## src/rtl/pipe_ctrl_fsm.sv

```systemverilog
// rtl/pipe_ctrl_fsm.sv - pipeline stall/flush/redirect control FSM with trap, mret and wfi sleep handling
// Optional perf counters are built only when PIPE_CTRL_PERF_EN is defined.
module pipe_ctrl_fsm #(
  parameter int DATA_WIDTH = 32,
  parameter int WAKE_DELAY = 2
) (
  input  logic                  clk_i,
  input  logic                  rst_i,
  input  logic                  id_valid_i,
  input  logic                  id_illegal_i,
  input  logic                  id_ecall_i,
  input  logic                  id_ebrk_i,
  input  logic                  id_mret_i,
  input  logic                  id_wfi_i,
  input  logic [4:0]            id_rs1_i,
  input  logic [4:0]            id_rs2_i,
  input  logic [DATA_WIDTH-1:0] id_pc_i,
  input  logic                  ex_mem_rd_en_i,
  input  logic [4:0]            ex_rd_i,
  input  logic                  ex_pc_sel_i,
  input  logic                  mem_busy_i,
  input  logic                  irq_pending_i,
  input  logic [DATA_WIDTH-1:0] csr_mtvec_i,
  input  logic [DATA_WIDTH-1:0] csr_mepc_i,
  output logic                  stall_if_o,
  output logic                  stall_id_o,
  output logic                  stall_ex_o,
  output logic                  flush_id_o,
  output logic                  flush_ex_o,
  output logic                  pc_set_o,
  output logic [DATA_WIDTH-1:0] pc_target_o,
  output logic                  csr_save_o,
  output logic                  csr_restore_o,
  output logic [DATA_WIDTH-1:0] csr_mepc_o,
  output logic [4:0]            csr_cause_o,
  output logic                  sleep_o,
  output logic [2:0]            state_o,
  output logic [31:0]           perf_stall_cnt_o,
  output logic [31:0]           perf_flush_cnt_o
);

  typedef enum logic [2:0] {
    RUN   = 3'd0,
    TRAP  = 3'd1,
    MRET  = 3'd2,
    SLEEP = 3'd3,
    WAKE  = 3'd4
  } state_t;

  localparam logic [3:0] WAKE_LOAD = 4'(WAKE_DELAY);

  state_t                state_q, state_nxt;
  logic [DATA_WIDTH-1:0] epc_q, epc_nxt;
  logic [4:0]            cause_q, cause_nxt;
  logic [3:0]            wake_cnt_q, wake_cnt_nxt;
  logic                  load_use;
  logic                  id_trap;
  logic                  perf_flush_evt;

  assign load_use = ex_mem_rd_en_i && (ex_rd_i != 5'd0) &&
                    ((ex_rd_i == id_rs1_i) || (ex_rd_i == id_rs2_i));
  assign id_trap  = id_valid_i && (id_illegal_i || id_ebrk_i || id_ecall_i);

  always_comb begin
    state_nxt      = state_q;
    epc_nxt        = epc_q;
    cause_nxt      = cause_q;
    wake_cnt_nxt   = wake_cnt_q;
    stall_if_o     = 1'b0;
    stall_id_o     = 1'b0;
    stall_ex_o     = 1'b0;
    flush_id_o     = 1'b0;
    flush_ex_o     = 1'b0;
    pc_set_o       = 1'b0;
    pc_target_o    = '0;
    csr_save_o     = 1'b0;
    csr_restore_o  = 1'b0;
    csr_mepc_o     = '0;
    csr_cause_o    = 5'd0;
    sleep_o        = 1'b0;
    perf_flush_evt = 1'b0;

    case (state_q)
      RUN: begin
        if (mem_busy_i) begin
          stall_if_o = 1'b1;
          stall_id_o = 1'b1;
          stall_ex_o = 1'b1;
        end else if (ex_pc_sel_i) begin
          // ID holds a wrong-path instruction, so its system flags are dropped
          flush_id_o     = 1'b1;
          flush_ex_o     = 1'b1;
          perf_flush_evt = 1'b1;
        end else if (id_trap) begin
          stall_if_o = 1'b1;
          flush_ex_o = 1'b1;
          epc_nxt    = id_pc_i;
          cause_nxt  = id_illegal_i ? 5'd2 : (id_ebrk_i ? 5'd3 : 5'd11);
          state_nxt  = TRAP;
        end else if (id_valid_i && id_mret_i) begin
          stall_if_o = 1'b1;
          flush_ex_o = 1'b1;
          state_nxt  = MRET;
        end else if (id_valid_i && id_wfi_i) begin
          if (!irq_pending_i) begin
            stall_if_o = 1'b1;
            stall_id_o = 1'b1;
            flush_ex_o = 1'b1;
            state_nxt  = SLEEP;
          end
        end else if (load_use) begin
          stall_if_o = 1'b1;
          stall_id_o = 1'b1;
          flush_ex_o = 1'b1;
        end
      end
      TRAP: begin
        pc_set_o       = 1'b1;
        pc_target_o    = {csr_mtvec_i[DATA_WIDTH-1:2], 2'b00};
        csr_save_o     = 1'b1;
        csr_mepc_o     = epc_q;
        csr_cause_o    = cause_q;
        flush_id_o     = 1'b1;
        flush_ex_o     = 1'b1;
        perf_flush_evt = 1'b1;
        state_nxt      = RUN;
      end
      MRET: begin
        pc_set_o       = 1'b1;
        pc_target_o    = csr_mepc_i;
        csr_restore_o  = 1'b1;
        flush_id_o     = 1'b1;
        flush_ex_o     = 1'b1;
        perf_flush_evt = 1'b1;
        state_nxt      = RUN;
      end
      SLEEP: begin
        sleep_o    = 1'b1;
        stall_if_o = 1'b1;
        stall_id_o = 1'b1;
        flush_ex_o = 1'b1;
        if (irq_pending_i) begin
          wake_cnt_nxt = WAKE_LOAD;
          state_nxt    = WAKE;
        end
      end
      WAKE: begin
        stall_if_o = 1'b1;
        stall_id_o = 1'b1;
        flush_ex_o = 1'b1;
        // WAKE lasts exactly WAKE_DELAY cycles; counter reaches 0 on the exit edge
        if (wake_cnt_q <= 4'd1) begin
          wake_cnt_nxt = 4'd0;
          state_nxt    = RUN;
        end else begin
          wake_cnt_nxt = wake_cnt_q - 4'd1;
        end
      end
      default: state_nxt = RUN;
    endcase

    // Outputs are combinational on inputs in RUN, so force them quiet while reset is held
    if (rst_i) begin
      stall_if_o     = 1'b0;
      stall_id_o     = 1'b0;
      stall_ex_o     = 1'b0;
      flush_id_o     = 1'b0;
      flush_ex_o     = 1'b0;
      pc_set_o       = 1'b0;
      pc_target_o    = '0;
      csr_save_o     = 1'b0;
      csr_restore_o  = 1'b0;
      csr_mepc_o     = '0;
      csr_cause_o    = 5'd0;
      sleep_o        = 1'b0;
      perf_flush_evt = 1'b0;
    end
  end

  always_ff @(posedge clk_i or posedge rst_i) begin
    if (rst_i) begin
      state_q    <= RUN;
      epc_q      <= '0;
      cause_q    <= 5'd0;
      wake_cnt_q <= 4'd0;
    end else begin
      state_q    <= state_nxt;
      epc_q      <= epc_nxt;
      cause_q    <= cause_nxt;
      wake_cnt_q <= wake_cnt_nxt;
    end
  end

  assign state_o = state_q;

`ifdef PIPE_CTRL_PERF_EN
  logic [31:0] perf_stall_q;
  logic [31:0] perf_flush_q;

  always_ff @(posedge clk_i or posedge rst_i) begin
    if (rst_i) begin
      perf_stall_q <= 32'd0;
      perf_flush_q <= 32'd0;
    end else begin
      if (stall_if_o)     perf_stall_q <= perf_stall_q + 32'd1;
      if (perf_flush_evt) perf_flush_q <= perf_flush_q + 32'd1;
    end
  end

  assign perf_stall_cnt_o = perf_stall_q;
  assign perf_flush_cnt_o = perf_flush_q;
`else
  logic unused_perf;
  assign unused_perf      = perf_flush_evt;
  assign perf_stall_cnt_o = 32'd0;
  assign perf_flush_cnt_o = 32'd0;
`endif

endmodule
```

## config.mk

```make
export PLATFORM = sky130hd
export DESIGN_NAME = pipe_ctrl_fsm
export DESIGN_NICKNAME = d
export VERILOG_FILES = /design/src/rtl/pipe_ctrl_fsm.sv
export SDC_FILE = /design/constraint.sdc
export NUM_CORES = 1
export LEC_CHECK = 0
export ABC_AREA = 1
export BUFFER_PORTS_ARGS = -buffer_cell sky130_fd_sc_hd__buf_2
export CAP_MARGIN = 5
export CELL_PAD_IN_SITES_DETAIL_PLACEMENT = 0
export CELL_PAD_IN_SITES_GLOBAL_PLACEMENT = 1
export CORE_UTILIZATION = 25
export CTS_CLUSTER_DIAMETER = 80
export DETAILED_ROUTE_END_ITERATION = 6
export PLACE_DENSITY = 0.91
export SYNTH_ARGS = -nofsm -noshare
export SYNTH_HDL_FRONTEND = slang
export SYNTH_SLANG_ARGS = --single-unit
export TNS_END_PERCENT = 10
```

## constraint.sdc

```tcl
create_clock -name clk_i -period 2 [get_ports clk_i]
set_input_delay 0.1 -clock clk_i [delete_from_list [all_inputs] [get_ports clk_i]]
set_output_delay 0.1 -clock clk_i [all_outputs]
set_load 0.02 [all_outputs]
```

==> out/qor.yml <==
finish:
  fill_cells: 1344
  final_nets: 773
  diodes: 0
  area_growth_pct: 36.67
  regArea_sq_um: 1051
  layout-drive-gt1-share_pct: 34.05
  multi_input_area_sq_um: 1544
  final_util_pct: 35.23
global_routing:
  grt_max_degree: 43
  grt_pass1_wl_mm: 14.44
  grt.overflow.total: 0
  grt_util_all_layers_pct: 14.31
  grt_antenna_before_repair: 0
  grt_pass1_vias: 2917
clocking:
  cts_buffer_depth: 2
  clk_pin_slew_ns: 0.06
  holdBufCountCts: 0
  cts_tree: "built"
  h-tree-depth: 2
  root_buffer: "clkbuf_16"
  cts_sinks: 42
  cts_buffers: 5
  clk_latency_ns: 0.28
floorplan:
  die_x_microns: 113.7
  die_area_sq_um: 12940
  initial_core_util_pct: 25.77
  die_h_microns: 113.7
  num_io_pins: 268
  std_cell_rows: 40
  coreArea_sq_um: 12110
timing:
  tightest_slew_ns: 0.5582
  clock_skew_ns: 0.004976
  fin_crit_ns: 1.863
  worst_hold_slack_ns: 0.01576
  setup_violations: 0
  period_share_pct: 93.16
  rsz0062_at_grt: "false"
  hold_violations: 0
  slew_viol_final: 0
  slew_headroom_pct: 62.78
  fin_tns_setup_ns: 0
  fmax_mhz: 536.7
setup_path:
  startpoint_type: "flop"
  cp.arrival_ns: 1.76
  r2r-end: "epc_q[11]$_DFFE_PP0P_"
  end_kind: "output port"
  crit_fanout: 31
  regToRegSetupSlack_ns: 0.32
  crit_type: "flop to output port"
  reg2reg_from: "state_o[1]$_DFFE_PP0P_"
  reg2regPathDepth: 5
  required_ns: 1.90
drt:
  finalWirelength_mm: 9.741
  routed_via_density: 3.933
  postRouteAntennaNets: 0
  wl_per_cell_microns: 11.92
  drtIter0Drc: 156
  vias: 3213
  drc: 0
  dr.pass1.iters: 4
run:
  cap_violations: 0
placed_design:
  dp_hpwl_mm: 7.825
  gp_congestion: 0.7723
  numPortBuffers: 199
logic_synthesis:
  netlist_instances: 452
  synth-seq-cells: 42
  synth_area_sq_um: 3122
  yosysWarnings: 0
  avgSynthCellArea_sq_um: 6.907
  yosysUniqueCellTypes: 23
  yosysSeqAreaShare_pct: 33.67
hold_path:
  hp-start: "id_pc_i[1]"
  hold_class: "input port to flop"
  min_to: "epc_q[1]$_DFFE_PP0P_"
  min_path_cells: 3
power_and_ir_drop:
  ir_drop_uv: 457.9
  power.leakage_nw: 2.627
  power.density_nw_per_um2: 1101
outcome:
  outcome: "completed"
flip-flops by register name (all words and copies together), names as in the netlist:
name / flops
wake_cnt_q: 4
state_o: 3
epc_q: 32
cause_q: 3
critical path, cell delays in order (launching register included):
cell and delay (ns):
dfrtp_1 0.41, nor2_1 0.14, nand2_1 0.13, nor2_2 0.17
buf_8 0.22, a22o_1 0.22, buf_2 0.18
metal layers:
layer / part of all wire [%] / GRT usage (%) / wire length (microns) / vias to the layer above
met2: 50 / 25.98 / 4825 / 147
met5: 0 / 0 / 0 / -
met3: 7.8 / 3.029 / 761 / 5
li1: - / - / - / 1660
met4: 0.65 / 2.632 / 63 / 0
met1: 42 / 17.46 / 4091 / 1401
timing repair:
action	CTS	global route
setup buffers	0	1
endpoints found under the setup margin	0	14
gates resized for setup	0	6
cell type report:
class / count / area share (%)
repair buffers: 207 / 25.51
inverters: 54 / 4.927
well taps: 168 / 4.927
clock buffers: 7 / 3.109
flip-flops and latches: 42 / 24.63
multi-input cells: 338 / 36.19
clock inverters: 1 / 0.7038
cells by family after synthesis:
| logic type | synth area share (%) |
|---|---|
| AOI/OAI and AO/OA | 13.15 |
| and+or+nand+nor | 26.05 |
| DFF | 33.67 |
| buffers and inverters | 25.09 |
| xor gates and xnor gates | 1.122 |
| adders and majority gates | 0.8015 |
| other | 0.1201 |
cell usage after synthesis:
library cell  count  area share [%]
nand4_1           2            0.40
xor2_1            2            0.56
inv_2             1            0.12
clkbuf_2          1            0.16
ha_1              2            0.80
nand2_1         131              16
dfrtp_1          42              34
nand3_1          12             1.9
o211ai_1          1            0.24
nor3_1            3            0.48
conb_1            1            0.12
o21ai_0          24             3.8
clkbuf_1          5            0.60
xnor2_1           2            0.56
nor3_4            1            0.52
buf_4            66              16
nor2_1           58             7.0
a22o_1           30             8.4
inv_1            52             6.3
buf_6             1            0.36
a21oi_1           4            0.64
clkinv_1          1            0.12
buf_2            10             1.6
worst max path at each step:
| stage | slack, ns | endpoint | start |
|---|---|---|---|
| 4_1_cts | 0.01 | flush_ex_o | state_o[1]$_DFFE_PP0P_ |
| 3_3_place_gp | 0.29 | flush_ex_o | state_o[0]$_DFFE_PP0P_ |
| 3_5_place_dp | 0.31 | epc_q[11]$_DFFE_PP0P_ | state_o[2]$_DFFE_PP0P_ |
| 5_1_grt | 0.02 | pc_target_o[30] | state_o[2]$_DFFE_PP0P_ |
| 6_report | 0.14 | pc_target_o[30] | state_o[1]$_DFFE_PP0P_ |
| 2_1_floorplan | 0.29 | pc_target_o[22] | rst_i |
placed cells by master, fill, tap and decap left out, types with 4 or more instances in the layout:
cell type | Yosys | layout
buf_2 | 10 | 199
nor2_1 | 58 | 56
conb_1 | 1 | 66
o21ai_0 | 24 | 24
nand3_1 | 12 | 12
clkbuf_16 | 0 | 5
dfrtp_1 | 42 | 42
inv_1 | 52 | 51
nand2_1 | 131 | 130
buf_4 | 66 | 5
a22o_1 | 30 | 30
a21oi_1 | 4 | 4
where the power goes:
group | internal, mW | switching (mW)
Combinational | 0.817 | 1.57
Clock | 0.590 | 0.307
Sequential | 1.23 | 0.174
Total | 2.64 | 2.06
metrics by stage:
| step | power [mW] | worst slack [ns] | instances | area (sq um) |
|---|---|---|---|---|
| floorplan | 3.082 | 0.2890 | 517 | 3369 |
| global placement | 3.730 | 0.2919 | 808 | 4063 |
| detailed placement | 3.764 | 0.3057 | 808 | 4063 |
| CTS | 4.698 | 0.01264 | 816 | 4225 |
| global route | 5.104 | 0.01903 | 817 | 4267 |
| finish | 4.696 | 0.1368 | 817 | 4267 |
(Power assumes the default switching activity.)
